$ cat src/rtl/divu_unit_pkg.sv
// -----------------------------------------------------------------------------
// alu_defs
// Definitions shared by the combinational ALU and the sequential divider:
//   - 6-bit function codes decoded by the ALU datapath
//   - state encoding of the divider control FSM
// -----------------------------------------------------------------------------
package alu_defs;

    localparam logic [5:0] FN_SRL  = 6'd2;
    localparam logic [5:0] FN_DIVU = 6'd27;
    localparam logic [5:0] FN_ADD  = 6'd32;
    localparam logic [5:0] FN_SUB  = 6'd34;
    localparam logic [5:0] FN_AND  = 6'd36;
    localparam logic [5:0] FN_OR   = 6'd37;
    localparam logic [5:0] FN_SLT  = 6'd42;

    typedef enum logic [1:0] {
        S_IDLE = 2'd0,
        S_RUN  = 2'd1,
        S_DONE = 2'd2
    } div_state_t;

endpackage

$ cat src/rtl/divu_unit_if.sv
// -----------------------------------------------------------------------------
// divu_unit_if
// Operand / function-code bus into the divider and its result bus back out.
//   dataA, dataB : dividend, divisor
//   signal       : function code (only DIVU is acted on)
//   start        : request strobe
//   busy, done   : status (done is a one-cycle pulse)
//   dz           : divide-by-zero flag of the last completed operation
//   hi, lo       : remainder, quotient
// master = requester side, slave = divider side.
// -----------------------------------------------------------------------------
interface divu_unit_if #(
    parameter int WIDTH = 32
);

    logic [WIDTH-1:0] dataA;
    logic [WIDTH-1:0] dataB;
    logic [5:0]       signal;
    logic             start;
    logic             busy;
    logic             done;
    logic             dz;
    logic [WIDTH-1:0] hi;
    logic [WIDTH-1:0] lo;

    modport master (
        output dataA, dataB, signal, start,
        input  busy, done, dz, hi, lo
    );

    modport slave (
        input  dataA, dataB, signal, start,
        output busy, done, dz, hi, lo
    );

endinterface

$ cat src/rtl/divu_unit_step.sv
// -----------------------------------------------------------------------------
// div_step
// One combinational restoring-division step on the {rem, q} pair:
// shift left by one, then subtract the divisor if it fits and record the
// outcome in the new quotient LSB.
//   rem, q, divisor : current working state
//   rem_next, q_next: state after one step
// -----------------------------------------------------------------------------
module div_step #(
    parameter int WIDTH = 32
) (
    input  logic [WIDTH:0]   rem,
    input  logic [WIDTH-1:0] q,
    input  logic [WIDTH-1:0] divisor,
    output logic [WIDTH:0]   rem_next,
    output logic [WIDTH-1:0] q_next
);

    logic [WIDTH:0] rem_sh;
    logic           fits;

    // The remainder is always below the divisor before a step, so its MSB is
    // zero and dropping it in the shift loses nothing.
    assign rem_sh   = {rem[WIDTH-1:0], q[WIDTH-1]};
    assign fits     = (rem_sh >= {1'b0, divisor});
    assign rem_next = fits ? (rem_sh - {1'b0, divisor}) : rem_sh;
    assign q_next   = {q[WIDTH-2:0], fits};

endmodule

$ cat src/rtl/divu_unit.sv
// -----------------------------------------------------------------------------
// divu_unit
// Sequential unsigned divider (DIVU) beside the combinational ALU. Performs a
// one-bit-per-cycle restoring division; quotient goes to lo, remainder to hi.
// Divide-by-zero completes immediately with lo=all-ones, hi=dividend, dz=1.
//   clk   : rising-edge clock
//   rst_n : asynchronous active-low reset
//   bus   : divu_unit_if.slave (operands, function code, start, results)
// -----------------------------------------------------------------------------
module divu_unit
    import alu_defs::*;
#(
    parameter int         WIDTH = 32,
    parameter logic [5:0] DIVU  = FN_DIVU
) (
    input  logic        clk,
    input  logic        rst_n,
    divu_unit_if.slave  bus
);

    localparam int CW = $clog2(WIDTH);

    div_state_t       state;
    logic [CW-1:0]    count;
    logic [WIDTH:0]   rem;
    logic [WIDTH-1:0] q;
    logic [WIDTH-1:0] divisor;
    logic [WIDTH:0]   rem_next;
    logic [WIDTH-1:0] q_next;

    logic             busy_r;
    logic             done_r;
    logic             dz_r;
    logic [WIDTH-1:0] hi_r;
    logic [WIDTH-1:0] lo_r;

    logic accept;

    // start is only honoured outside RUN and only for the DIVU code.
    assign accept = bus.start && (bus.signal == DIVU) && (state != S_RUN);

    div_step #(.WIDTH(WIDTH)) u_step (
        .rem      (rem),
        .q        (q),
        .divisor  (divisor),
        .rem_next (rem_next),
        .q_next   (q_next)
    );

    // NOTE: all state, including the working registers, is reset so that an
    // aborted division leaves nothing behind and outputs read zero.
    always_ff @(posedge clk or negedge rst_n) begin
        if (!rst_n) begin
            state   <= S_IDLE;
            count   <= '0;
            rem     <= '0;
            q       <= '0;
            divisor <= '0;
            busy_r  <= 1'b0;
            done_r  <= 1'b0;
            dz_r    <= 1'b0;
            hi_r    <= '0;
            lo_r    <= '0;
        end else begin
            // NOTE: non-blocking assignments so every register samples the
            // pre-edge values, independent of statement order.
            case (state)
                S_IDLE, S_DONE: begin
                    done_r <= 1'b0;
                    state  <= S_IDLE;
                    if (accept) begin
                        if (bus.dataB != '0) begin
                            divisor <= bus.dataB;
                            q       <= bus.dataA;
                            rem     <= '0;
                            count   <= '0;
                            busy_r  <= 1'b1;
                            state   <= S_RUN;
                        end else begin
                            lo_r   <= '1;
                            hi_r   <= bus.dataA;
                            dz_r   <= 1'b1;
                            done_r <= 1'b1;
                            state  <= S_DONE;
                        end
                    end
                end
                S_RUN: begin
                    rem   <= rem_next;
                    q     <= q_next;
                    count <= count + CW'(1);
                    if (count == CW'(WIDTH - 1)) begin
                        // Last step: publish the finished result in one go.
                        lo_r   <= q_next;
                        hi_r   <= rem_next[WIDTH-1:0];
                        dz_r   <= 1'b0;
                        done_r <= 1'b1;
                        busy_r <= 1'b0;
                        count  <= '0;
                        state  <= S_DONE;
                    end
                end
                default: state <= S_IDLE;
            endcase
        end
    end

    assign bus.busy = busy_r;
    assign bus.done = done_r;
    assign bus.dz   = dz_r;
    assign bus.hi   = hi_r;
    assign bus.lo   = lo_r;

endmodule

$ cat src/flat_wrapper.sv
// flat-port wrapper written by rule: the top's interface ports become plain ports
module divu_unit_flat import alu_defs::*;
#(
    parameter int         WIDTH = 32,
    parameter logic [5:0] DIVU  = FN_DIVU
)
  (clk, rst_n, bus_dataA, bus_dataB, bus_signal, bus_start, bus_busy, bus_done, bus_dz, bus_hi, bus_lo);
  divu_unit_if #(.WIDTH(WIDTH)) bus_i ();
  input  logic clk;
  input  logic rst_n;
  input wire logic [$bits(bus_i.dataA)-1:0] bus_dataA;
  input wire logic [$bits(bus_i.dataB)-1:0] bus_dataB;
  input wire logic [$bits(bus_i.signal)-1:0] bus_signal;
  input wire logic [$bits(bus_i.start)-1:0] bus_start;
  output wire logic [$bits(bus_i.busy)-1:0] bus_busy;
  output wire logic [$bits(bus_i.done)-1:0] bus_done;
  output wire logic [$bits(bus_i.dz)-1:0] bus_dz;
  output wire logic [$bits(bus_i.hi)-1:0] bus_hi;
  output wire logic [$bits(bus_i.lo)-1:0] bus_lo;
  assign bus_i.dataA = bus_dataA;
  assign bus_i.dataB = bus_dataB;
  assign bus_i.signal = bus_signal;
  assign bus_i.start = bus_start;
  assign bus_busy = bus_i.busy;
  assign bus_done = bus_i.done;
  assign bus_dz = bus_i.dz;
  assign bus_hi = bus_i.hi;
  assign bus_lo = bus_i.lo;
  divu_unit #(.WIDTH(WIDTH), .DIVU(DIVU)) u_core (.clk(clk), .rst_n(rst_n), .bus(bus_i));
endmodule
$ cat config.mk
export PLATFORM = sky130hd
export DESIGN_NAME = divu_unit_flat
export DESIGN_NICKNAME = d
export VERILOG_FILES = /design/src/rtl/divu_unit_pkg.sv /design/src/rtl/divu_unit_if.sv /design/src/rtl/divu_unit_step.sv /design/src/rtl/divu_unit.sv /design/src/flat_wrapper.sv
export SDC_FILE = /design/constraint.sdc
export NUM_CORES = 1
export LEC_CHECK = 0
export ABC_CLOCK_PERIOD_IN_PS = 3170
export CORE_AREA = 5 5 175 135
export DETAILED_ROUTE_END_ITERATION = 8
export DIE_AREA = 0 0 180 140
export PLACE_DENSITY = 0.68
export SYNTH_ARGS = -nofsm -noshare
export SYNTH_HDL_FRONTEND = slang
export SYNTH_HIERARCHICAL = 1
export SYNTH_SLANG_ARGS = --single-unit
$ cat constraint.sdc
create_clock -name clk -period 3.17 [get_ports clk]
set_input_delay 0.951 -clock clk [delete_from_list [all_inputs] [get_ports clk]]
set_output_delay 0.951 -clock clk [all_outputs]
set_load 0.05 [all_outputs]
== After elaboration in Yosys (flattened, before gate mapping) ==
Cells that the tools add are included.
Word-level totals
  output and inout port bits: 67
  flip-flop bits (word level): 170
  bits of input ports: 73
Cells by class
  equal/unequal tests: 9
  mux-type cells: 34
  magnitude comparators: 1
  reductions and logical operators: 11
  add/subtract/negate cells: 2
Operators by type and width (count)
  $mux W32: 11
  $pmux W32 S2: 4
  $ge A33 B32 Y1: 1
  $reduce_bool A32 Y1: 1
  $sub A32 B32 Y32: 1
  $mux W5: 3
  $pmux W5 S2: 1
  $mux W1: 8
  $ne A2 B1 Y1 const B: 4
  $reduce_and A4 Y1: 2
  $eq A6 B5 Y1 const B: 1
  $mux W2: 3
  $pmux W1 S2: 3
  $reduce_and A3 Y1: 2
  $add A5 B1 Y5 const B: 1
  $eq A5 B5 Y1 const B: 1
  $pmux W2 S2: 1
  $eq A2 B1 Y1 const B: 1
  $eq A2 B2 Y1 const B: 1
  $logic_and A1 B1 Y1: 2
  $logic_not A2 Y1: 1
  $ne A2 B2 Y1 const B: 1
  $reduce_and A2 Y1: 1
  $reduce_bool A2 Y1: 1
  $reduce_or A2 Y1: 1

== Longest topological paths before layout ==
Gate-level depths: netlist of run 1.
  depth in word-level cells: 5
  depth in mapped cells: 14
  gate-level depth less buffers: 14

== Modules after synthesis ==
Netlist of run 1, hierarchy kept.
By module, submodules not included
  divu_unit: area an instance 6982.9 um2, cells an instance 691, times used 1
  div_step: area an instance 2652.5 um2, cells an instance 397, times used 1

== Worst setup path after synthesis of run 1 ==
Ideal clock, no wire load.
  path type: reg-to-reg
  from: register u_core.q[31]
  to: register u_core.rem[28]
  setup slack: 0.399 ns
  data arrival time: 2.650 ns
  cell stages (with the launch flop): 14
  required time: 3.049 ns
  cells stage by stage: dfrtp_1 inv_1 ha_1 fa_1 and2b_1 o21bai_4 a211oi_2 o31ai_2 a21oi_2 a21oi_2 o31ai_2 xnor2_1 mux2_4 a22o_1
Between the ends
  longest elaborated chain between the ends: 3
  elaborated cells between the ends (all ways): 4
  classes of those cells: 1 x add/sub; 1 x order compare; 2 x mux
Ends and longest elaborated chain
  from (decl): RTL line divu_unit.sv:26  | logic [WIDTH-1:0] q;
  from (signal assigned): RTL line divu_unit.sv:74  | q <= bus.dataA;
  from (signal assigned): RTL line divu_unit.sv:90  | q <= q_next;
  $sub A32 B32 Y32 / $ge A33 B32 Y1 (equally long branches): RTL line divu_unit_step.sv:26, divu_unit_step.sv:25
  $mux W32 (*): RTL line divu_unit_step.sv:26  | assign rem_next = fits ? (rem_sh - {1'b0, divisor}) : rem_sh;
  named net u_core.rem_next[28]: RTL line divu_unit.sv:28  | logic [WIDTH:0] rem_next;
  $pmux W32 S2 (*): RTL line divu_unit.sv:67  | case (state)
  to (signal assigned): RTL line divu_unit.sv:89  | rem <= rem_next;
  to (decl): RTL line divu_unit.sv:25  | logic [WIDTH:0] rem;
The timed path passes the listed nets; every way through them passes the cells marked *.
A chain may end at the register's enable or synchronous reset.

== Worst setup path after layout of run 1 ==
  from: register u_core.rem[11]
  to: register u_core.hi_r[8] (netlist: u_core/bus.hi[8])
Between the ends
  longest elaborated chain between the ends: 4
Ends and longest elaborated chain
  $ge A33 B32 Y1: RTL line divu_unit_step.sv:25  | assign fits = (rem_sh >= {1'b0, divisor});
  named net u_core.q_next[0]: RTL line divu_unit.sv:29  | logic [WIDTH-1:0] q_next;
  $mux W32: RTL line divu_unit_step.sv:26
  named net u_core.rem_next[8]: RTL line divu_unit.sv:28
  $mux W32: RTL line divu_unit.sv:92  | if (count == CW'(WIDTH - 1)) begin
  $pmux W32 S2: RTL line divu_unit.sv:67
  to (signal assigned): RTL line divu_unit.sv:81  | hi_r <= bus.dataA;
  to (signal assigned): RTL line divu_unit.sv:95  | hi_r <= rem_next[WIDTH-1:0];
  to (decl): RTL line divu_unit.sv:34  | logic [WIDTH-1:0] hi_r;
The timed path passes the listed nets, and every way through them passes these cells. The select of a mux whose other input is x is not followed.

==> flow_summary.yaml, run 1 <==
yosys:
  yosys_warnings: 6
  syn_inst: 1076
  synth.cell_area_sq_um: 9550
  synth_nets: 1184
  syn_area_per_cell_sq_um: 8.87
finish:
  final_common_cell: "nand2_1"
  synthToLayoutAreaGrowth_pct: 25.3
  final_cell_mix: "nand2_1 (201), dfrtp_1 (170), clkdlybuf4s50_1 (138)"
  finalNetCount: 1304
  fin_util: 0.551
  fill_cells: 1947
  ff_latch_area_sq_um: 4250
  multi_input_area_sq_um: 4650
  final_layout_size_suffix_gt1_frac: 0.117
  final_cells: 1504
place:
  gp_congestion: 0.877
  port_buffers: 139
  dp_hpwl_mm: 19.7
  dp.cells: 1471
timing:
  tightest_slew_ns: 0.881
  drv_slew: 0
  finClkSkew_ns: 0.00895
  finalHoldViolCount: 0
  setup_viol: 0
  max_freq_ghz: 0.327
  finalCritPeriodShare: 0.965
  fin_hold_ws_ns: 0.469
  maxSlewHeadroom: 0.412
  finalCriticalPeriod_ns: 3.06
routing:
  wire_per_inst_um: 18.2
  dr.pass1.iters: 6
  ant_nets: 0
  drt-initial-drc-count: 664
  drc: 0
  num_vias: 8143
  wl_mm: 27.4
  viasPerCell: 5.41
worst_setup_path:
  path_class: "flop to flop"
  r2r-end: "u_core/bus.hi[8]"
  rrSetupSlack_ns: 0.11
  required_ns: 3.49
  cp.arrival_ns: 3.38
  crit_path_max_fanout: 11
  rr_worst_depth: 11
  worstReg2RegStart: "u_core/rem[11]"
  crit_path_start_kind: "flop"
  cp-end-kind: "flop"
  worstSetupStartpoint: "u_core/rem[11]"
power:
  cellPowerDensity_nw_per_um2: 953
  p_leak_nw: 5.59
  ir_worst_vdd_v: 0.000629
clock_tree:
  root_buffer: "clkbuf_16"
  hold_buffers: 0
  clkSinkCount: 170
  cts-buffers-inserted: 17
  cts_tree: "built"
  cts_buffer_depth: 2
  cts_max_level: 4
  clkLatencyLatePin_ns: 0.44
  clkSlewWorstSetupHoldPaths_ns: 0.07
floorplanning:
  io_pins: 140
  rows: 47
  initial_core_util: 0.440
  core_area_sq_um: 21700
  die_y_um: 140
  fp.dieW_um: 180
  die_area_sq_um: 25200
job:
  maxCapViolCount: 0
global_route:
  grt_pass1_wl_mm: 44.4
  antenna_found_initial: 0
  grt_util_all_layers: 0.217
  grt_max_degree: 68
  grt_pass1_vias: 8110
  gr-total-overflow: 0
status:
  status: "finished clean"
min_path:
  holdCritPathClass: "primary input to asynchronous set/reset pin"
## worst max path at each step
stage | depth (start not counted) | end
5_1_grt | 14 | u_core/bus.hi[30]
4_1_cts | 11 | u_core/bus.hi[10]
3_3_place_gp | 8 | u_core/q[31]
2_1_floorplan | 13 | u_core/rem[28]
3_5_place_dp | 8 | u_core/q[31]
6_report | 11 | u_core/bus.hi[8]
## metal layers
metal	global-route usage	routed length, um	vias to the layer above
met5	0	0	-
met4	0.0485	293	0
met3	0.0550	1770	21
met2	0.331	12200	270
met1	0.315	13100	3958
li1	-	-	3894
## sequential cells by signal (all words and copies together) (netlist names)
| signal | flops |
|---|---|
| u_core/bus.lo | 32 |
| u_core/divisor | 32 |
| u_core/q | 32 |
| u_core/bus.dz | 1 |
| u_core/bus.hi | 32 |
| u_core/rem | 32 |
| u_core/bus.busy | 1 |
| u_core/count | 5 |
| u_core/state | 2 |
| u_core/bus.done | 1 |
## critical path, cell delays in order (launching register included)
cell and delay (ns):
dfrtp_1 0.42, ha_1 0.36, a21oi_2 0.23, o211ai_1 0.19, nor4_2 0.32, a211oi_2 0.14
a211oi_2 0.36, o21ai_4 0.15, buf_4 0.21, mux2_4 0.33, mux2i_1 0.15, o21ai_1 0.08
## final cells by class
| class | instances | share of cell area |
|---|---|---|
| sequential | 170 | 0.356 |
| tap | 294 | 0.0308 |
| clock buffer | 18 | 0.0359 |
| multi-input combinational | 764 | 0.389 |
| clock inverter | 14 | 0.0113 |
| timing repair buffer | 201 | 0.164 |
| antenna | 1 | 0.000209 |
| inverter | 42 | 0.0132 |
## report_power, final
part / switching, mW / leakage [nW] / internal [mW] / total [mW]
clock: 0.972 / 0.270 / 1.10 / 2.07
combinational: 3.51 / 3.24 / 2.74 / 6.25
sequential: 0.417 / 2.07 / 2.66 / 3.08
total: 4.89 / 5.59 / 6.51 / 11.4
## repair_timing
action / in CTS / in global routing
gates resized for setup: 0 / 14
setup buffers: 0 / 0
setup endpoints to repair: 0 / 41
## metrics by stage
step | setup TNS [ns] | total power [mW] | cell area, sq um | setup WS, ns
after detailed placement | -0.0818 | 9.12 | 11300 | -0.0587
after global routing | -0.0119 | 12.2 | 12000 | -0.0119
after CTS | 0 | 11.2 | 11900 | 0.0225
final | 0 | 11.4 | 12000 | 0.110
after floorplan | 0 | 7.56 | 9550 | 0.408
after global placement | -0.0209 | 9.04 | 11300 | -0.0209
(Power assumes the default switching activity.)
==> inputs of run 2 (changes only) <==
MAX_ROUTING_LAYER = met4   (was unset)
==> flow_summary.yaml, run 2 (same netlist as run 1, synthesis figures left out) <==
routing:
  num_vias: 8084
  ant_nets: 0
  viasPerCell: 5.38
  drt-initial-drc-count: 702
  wl_mm: 27.4
  dr.pass1.iters: 5
  drc: 0
  wire_per_inst_um: 18.2
worst_setup_path:
  cpPeakStageDelay_ns: 0.43
  path_class: "flop to flop"
  crit_path_max_fanout: 11
  rrSetupSlack_ns: 0.13
  cp_common_cell: "a211oi_2"
  path_cells: "ha_1 -> a21oi_2 -> o211ai_1 -> nor4_2 -> a211oi_2 -> a211oi_2 -> o21ai_4 -> buf_4 -> mux2_4 -> mux2i_1 -> o21ai_1"
  cp_slowest_cell: "dfrtp_1"
  cp-end-kind: "flop"
  crit_path_start_kind: "flop"
  worstReg2RegStart: "u_core/rem[11]"
  required_ns: 3.49
  rr_worst_depth: 11
  r2r-end: "u_core/bus.hi[8]"
  cp.arrival_ns: 3.36
min_path:
  holdCritPathClass: "primary input to asynchronous set/reset pin"
finish:
  final_common_cell: "nand2_1"
  fin_util: 0.551
  finalNetCount: 1304
  final_layout_size_suffix_gt1_frac: 0.117
  synthToLayoutAreaGrowth_pct: 25.3
  final_cell_area_sq_um: 12000
  final_cell_mix: "nand2_1 (201), dfrtp_1 (170), clkdlybuf4s50_1 (138)"
  final_cells: 1504
global_route:
  grt_max_degree: 68
  antenna_found_initial: 0
  grt_pass1_wl_mm: 44.5
  gr-total-overflow: 0
  grt_util_all_layers: 0.224
  grt_pass1_vias: 8119
floorplanning:
  io_pins: 140
  rows: 47
  fp.dieW_um: 180
  core_area_sq_um: 21700
  die_area_sq_um: 25200
  initial_core_util: 0.440
  die_y_um: 140
timing:
  finClkSkew_ns: 0.00810
  setup_viol: 0
  maxSlewHeadroom: 0.407
  finalCritPeriodShare: 0.959
  fin_tns_setup_ns: 0
  drv_slew: 0
  finalCriticalPeriod_ns: 3.04
  setup_slack_ns: 0.131
  finalHoldViolCount: 0
  fin_hold_ws_ns: 0.472
  max_freq_ghz: 0.329
  tightest_slew_ns: 0.889
clock_tree:
  cts_tree: "built"
  cts_buffer_depth: 2
  hold_buffers: 0
  root_buffer: "clkbuf_16"
  clkLatencyLatePin_ns: 0.44
  clkSinkCount: 170
  cts_setup_buffers: 0
  clkSlewWorstSetupHoldPaths_ns: 0.07
  cts_max_level: 4
  cts-buffers-inserted: 17
  cts_resized: 0
place:
  dp_hpwl_mm: 19.7
  place_area_sq_um: 11300
  port_buffers: 139
  dp.cells: 1471
  gp_congestion: 0.891
  dp_slack_ns: -0.0587
job:
  maxCapViolCount: 0
power:
  ir_worst_vdd_v: 0.000631
  p_leak_nw: 5.59
  cellPowerDensity_nw_per_um2: 953
  finalPower_mw: 11.4
status:
  status: "finished clean"
==> run 2: cell counts in the layout (fill, tap and decap cells not counted) <==
No cell type changed its count.
==> run 2: critical path: cells and delay by family (launching register included) <==
kind / cells / cell delay [ns]
AOI/OAI and AO/OA: 6 / 1.14
adders and majority gates: 1 / 0.36
buffers and inverters: 1 / 0.21
DFF: 1 / 0.43
muxes: 2 / 0.48
and+or+nand+nor: 1 / 0.31
==> run 2: worst max-delay path by stage <==
stage                   startpoint                end  slack [ns]  cells past startpoint
floorplan             u_core/q[31]     u_core/rem[28]        0.41                     13
global placement     bus_dataB[17]       u_core/q[31]       -0.02                      8
detailed placement   bus_dataB[17]       u_core/q[31]       -0.06                      8
CTS                 u_core/rem[15]  u_core/bus.hi[10]        0.02                     11
global route          u_core/q[31]  u_core/bus.hi[30]       -0.01                     14
finish              u_core/rem[11]   u_core/bus.hi[8]        0.13                     11
==> run 2: layout make-up <==
class / instances / area, sq um
clock buffers: 18 / 429
well taps: 294 / 368
multi-input cells: 764 / 4650
flip-flops and latches: 170 / 4250
inverters: 42 / 158
fillers: 1947 / 9740
clock inverters: 14 / 135
diodes: 1 / 2.50
repair buffers: 201 / 1960
==> run 2: power by group <==
part           leakage [nW]  switching (mW)  internal [mW]
logic                  3.24            3.50           2.74
clock network         0.270           0.964           1.10
registers              2.07           0.418           2.67
==> run 2: layer usage <==
metal  share of wire  global-route usage  up-vias
met1            0.49               0.318     3911
met3           0.056              0.0487       23
met4           0.011              0.0485        0
met5               0                   -        -
li1                -                   -     3897
met2            0.44               0.332      253
==> edit 1, RTL diff (settings of run 2) <==
`WIDTH` is set to 32 in 4 places; all go to 16.
--- a/src/rtl/divu_unit_if.sv
+++ b/src/rtl/divu_unit_if.sv
@@ -12,3 +12,3 @@
 interface divu_unit_if #(
-    parameter int WIDTH = 32
+    parameter int WIDTH = 16
 );
--- a/src/rtl/divu_unit_step.sv
+++ b/src/rtl/divu_unit_step.sv
@@ -9,3 +9,3 @@
 module div_step #(
-    parameter int WIDTH = 32
+    parameter int WIDTH = 16
 ) (
--- a/src/rtl/divu_unit.sv
+++ b/src/rtl/divu_unit.sv
@@ -12,3 +12,3 @@
 #(
-    parameter int         WIDTH = 32,
+    parameter int         WIDTH = 16,
     parameter logic [5:0] DIVU  = FN_DIVU
--- a/src/flat_wrapper.sv
+++ b/src/flat_wrapper.sv
@@ -3,3 +3,3 @@
 #(
-    parameter int         WIDTH = 32,
+    parameter int         WIDTH = 16,
     parameter logic [5:0] DIVU  = FN_DIVU
Interface: changed (resized bus_dataA, bus_dataB, bus_hi and bus_lo); port bits go from 140 to 76. The function was not compared with the original's and may differ.
==> edit 1 against run 2 <==
Worst setup slack better by 0.10 ns; largest cell class unchanged; combinational power down 32%; via count fell by 52%; critical path type unchanged; count of clock-buffer cells in the layout shrank 5; routed wire length shrank 50%; sequential cell count fell by 81; final area shrank 48%; non-clock buffer count down 107; clock skew decreased by 0.00099 ns; clock power fell by 49%; cell count down 45%; total power decreased by 37%; area after synthesis down 48%; sequential share of layout area about the same.
==> edit 1: results (changes against run 2) <==
[place]
dpl.cell_count = 812  ; was 1471
place_area_um2 = 5970  ; was 11300 µm²
portBuffers = 75  ; was 139
place_ws_ns = 0.138  ; was -0.0587 ns

[cells_and_area]
diodes = 0  ; was 1
drive_gt1_frac = 0.157  ; was 0.117
layout.cells.non_filler = 828  ; was 1504
final_common_cell = dfrtp_1  ; was nand2_1
final_nets = 588  ; was 1304

[route]
wl_per_cell_um = 16.7  ; was 18.2 µm
wl_met1_mm = 7.36  ; was 13.4 mm

[synth]
syn_nets = 525  ; was 1184
avgSynthCellArea_um2 = 10.6  ; was 8.87 µm²

[power_and_ir_drop]
ir_worst_vdd_uv = 651  ; was 631 µV
switching_share = 0.444  ; was 0.429
p_comb_mw = 4.22  ; was 6.25 mW
clkPwrFrac = 0.147  ; was 0.181
leakage_nw = 2.70  ; was 5.59 nW

[grt]
grtUsageMet1 = 0.172  ; was 0.318
grt_use_met3 = 0.0246  ; was 0.0487
grt_max_degree = 90  ; was 68
track_usage = 0.113  ; was 0.224
grt_pass1_wl_mm = 22.1  ; was 44.5 mm
grt_util_met2 = 0.150  ; was 0.332

[cts]
numCtsBuffers = 9  ; was 17
h-tree-depth = 3  ; was 4

[sta]
finClkSkew_ns = 0.00711  ; was 0.00810 ns
relSlewSlack = 0.386  ; was 0.407

[critical_path]
cpPeakStageDelay_ns = 0.40  ; was 0.43 ns
worstPathArrival_ns = 3.16  ; was 3.36 ns
cp_max_fo = 8  ; was 11

[hold_path]
min_path_type = reg -> reg  ; was in -> async

[status]
status = completed  ; unchanged

edit 1: final cells by class:
type	instances	area [µm²]
clock buffer	13	250
clock inverter	3	40.0
fill	2257	15400
inverter	23	86.3
multi-input combinational	312	2360
sequential	89	2230
tap	294	368
timing repair buffer	94	928
edit 1: what timing repair did:
action                                  in CTS  in global routing
gates resized for setup                      0                  1
endpoints found under the setup margin       0                  1
hold buffers                                 0                  0
edit 1: final timing paths:
check                            startpoint                to  slack, ns  depth (start not counted)
max                           u_core/rem[3]  u_core/bus.hi[9]       0.23                         11
min                        u_core/bus.lo[8]  u_core/bus.lo[8]       0.49                          1
max reg2reg                   u_core/rem[3]  u_core/bus.hi[9]       0.23                         11
min reg2reg                u_core/bus.lo[8]  u_core/bus.lo[8]       0.49                          1
max in group asynchronous             rst_n     u_core/rem[7]       2.13                          2
min in group asynchronous             rst_n   u_core/count[0]       0.65                          2
==> edit 2, RTL diff (flow settings as in run 2) <==
Without the edit above. Reset style: synchronous (`rst_n`), changed in one clocked block. Comments in the files are not updated.
--- a/src/rtl/divu_unit.sv
+++ b/src/rtl/divu_unit.sv
@@ -51,3 +51,3 @@
     // aborted division leaves nothing behind and outputs read zero.
-    always_ff @(posedge clk or negedge rst_n) begin
+    always_ff @(posedge clk) begin
         if (!rst_n) begin
Function: differs if rst_n is asserted again (counterexample within 4 cycles, from zero or initial values and one cycle with rst_n low); with rst_n held inactive, the same outputs for 4 cycles.
==> edit 2 against run 2 <==
Count of clock-buffer cells in the layout stayed put; non-clock buffer count up 19; sequential cell count unchanged; critical endpoint is now u_core/bus.hi[22]; worst setup slack worse by 0.039 ns; area after synthesis decreased by 3.2%; final area grew 0.68%; core utilization rose by 0.37 points; synthesized cell count is 0.65% higher; routed wire length is 3.6% higher.
Power is not compared: it rests on default switching activity, and its combinational part moved more than twofold at a synthesized area within 25%.
==> edit 2: results (changes against run 2) <==
[cts]
clk_pin_slew_worst_paths_ns = 0.07  ; about the same
cts.sinks = 170  ; unchanged
post-cts-setup-buffers = 0  ; unchanged
cts_hold_buf = 0  ; unchanged
cts_root_buffer = clkbuf_16  ; unchanged
h-tree-depth = 4  ; unchanged
cts_resized = 4  ; was 0
numCtsBuffers = 17  ; unchanged
clk-insertion-delay-late_ns = 0.44  ; about the same
clock_tree.buffer_depth = 2  ; unchanged

[power_and_ir_drop]
leakage_nw = 4.66
internal_power_mw = 3.80
ir_worst_vdd_uv = 350

[grt]
grt_max_degree = 88  ; was 68
grt-ovfl-total = 0  ; unchanged
grt_pass1_vias = 8154  ; was 8119
antenna_found_initial = 1  ; was 0
track_usage = 0.219  ; was 0.224
grt_pass1_wl_mm = 43.9  ; was 44.5 mm

[route]
via_per_inst = 5.62  ; was 5.38
wl_per_cell_um = 18.7  ; was 18.2 µm
vias = 8544  ; was 8084
drtPass1Iterations = 5  ; unchanged
first_iter_violations = 814  ; was 702

[cells_and_area]
signal_buffers = 220  ; was 201
diodes = 1  ; unchanged
final-clk-cell-share = 0.0557  ; was 0.0472
final_nets = 1319  ; was 1304
fillers = 1957  ; was 1947
register_area_um2 = 3400  ; was 4250 µm²
inverters = 45  ; was 42
nClkBuffers = 18  ; unchanged
multi_input_comb_cells = 757  ; was 764
multi_input_area_um2 = 5240  ; was 4650 µm²
drive_gt1_frac = 0.156  ; was 0.117
buffer_area_frac = 0.182  ; was 0.164

[critical_path]
crit_family = compound AO/OA/AOI/OAI gates  ; unchanged
cp_max_fo = 7  ; was 11
cpPeakStageDelay_ns = 0.51  ; was 0.43 ns
cp_slowest_cell = nor4b_1  ; was dfrtp_1
worstPathArrival_ns = 3.43  ; was 3.36 ns

[synth]
avgSynthCellArea_um2 = 8.53  ; was 8.87 µm²
ys.warnings.count = 6  ; unchanged
syn_nets = 1191  ; was 1184

[place]
dpl.cell_count = 1476  ; was 1471
gp_congestion = 0.943  ; was 0.891
dp_hpwl_mm = 20.0  ; was 19.7 mm
portBuffers = 139  ; unchanged

[sta]
hold_viol = 0  ; unchanged
worst_pin_slew_ns = 0.993  ; was 0.889 ns
finClkSkew_ns = 0.0123  ; was 0.00810 ns

[hold_path]
min_path_type = reg -> reg  ; was in -> async

[status]
status = completed  ; unchanged

[edit 2: path summary, 6_finish.rpt]
check,cells past startpoint,start,slack (ns),endpoint
min,2,u_core/divisor[27],0.45,u_core/divisor[27]
max reg2reg,12,u_core/divisor[30],0.09,u_core/bus.hi[22]
min reg2reg,2,u_core/divisor[27],0.45,u_core/divisor[27]
max,12,u_core/divisor[30],0.09,u_core/bus.hi[22]
[edit 2: worst register-to-register path, stage by stage (launching register included)]
cell	delay, ns
dfxtp_1	0.33
inv_1	0.07
ha_1	0.40
nand2_1	0.09
nor2_1	0.23
nor4b_1	0.51
a31oi_1	0.24
o21ai_4	0.22
buf_6	0.20
nor2_1	0.05
a21oi_1	0.26
mux2i_1	0.13
a211oi_1	0.26
[edit 2: power by group through the flow]
stage	Clock [mW]	Sequential, mW	Combinational [mW]
5_1_grt	2.52	2.14	0.479
6_report	2.39	2.14	0.453
3_3_place_gp	0	2.19	0.404
2_1_floorplan	0	2.19	0.206
4_1_cts	2.42	2.14	0.410
3_5_place_dp	0	2.19	0.406
[edit 2: metrics by stage]
stage          area [µm²]  total power [mW]  setup WS (ns)   util  TNS (ns)
2_1_floorplan        9240              2.40          0.412      -         0
5_1_grt             12000              5.14        -0.0491  0.555    -0.453
6_report            12000              4.99         0.0913  0.555         0
4_1_cts             11700              4.97         0.0193  0.541         0
3_5_place_dp        11100              2.60        -0.0932  0.509    -0.125
3_3_place_gp        11100              2.59        -0.0442  0.509     -1.85
[edit 2: routing by layer]
metal	vias up	track usage	share of wire
met1	4124	0.299	0.47
met5	-	-	0
met2	275	0.332	0.45
met3	30	0.0513	0.062
li1	4115	-	-
met4	0	0.0505	0.011
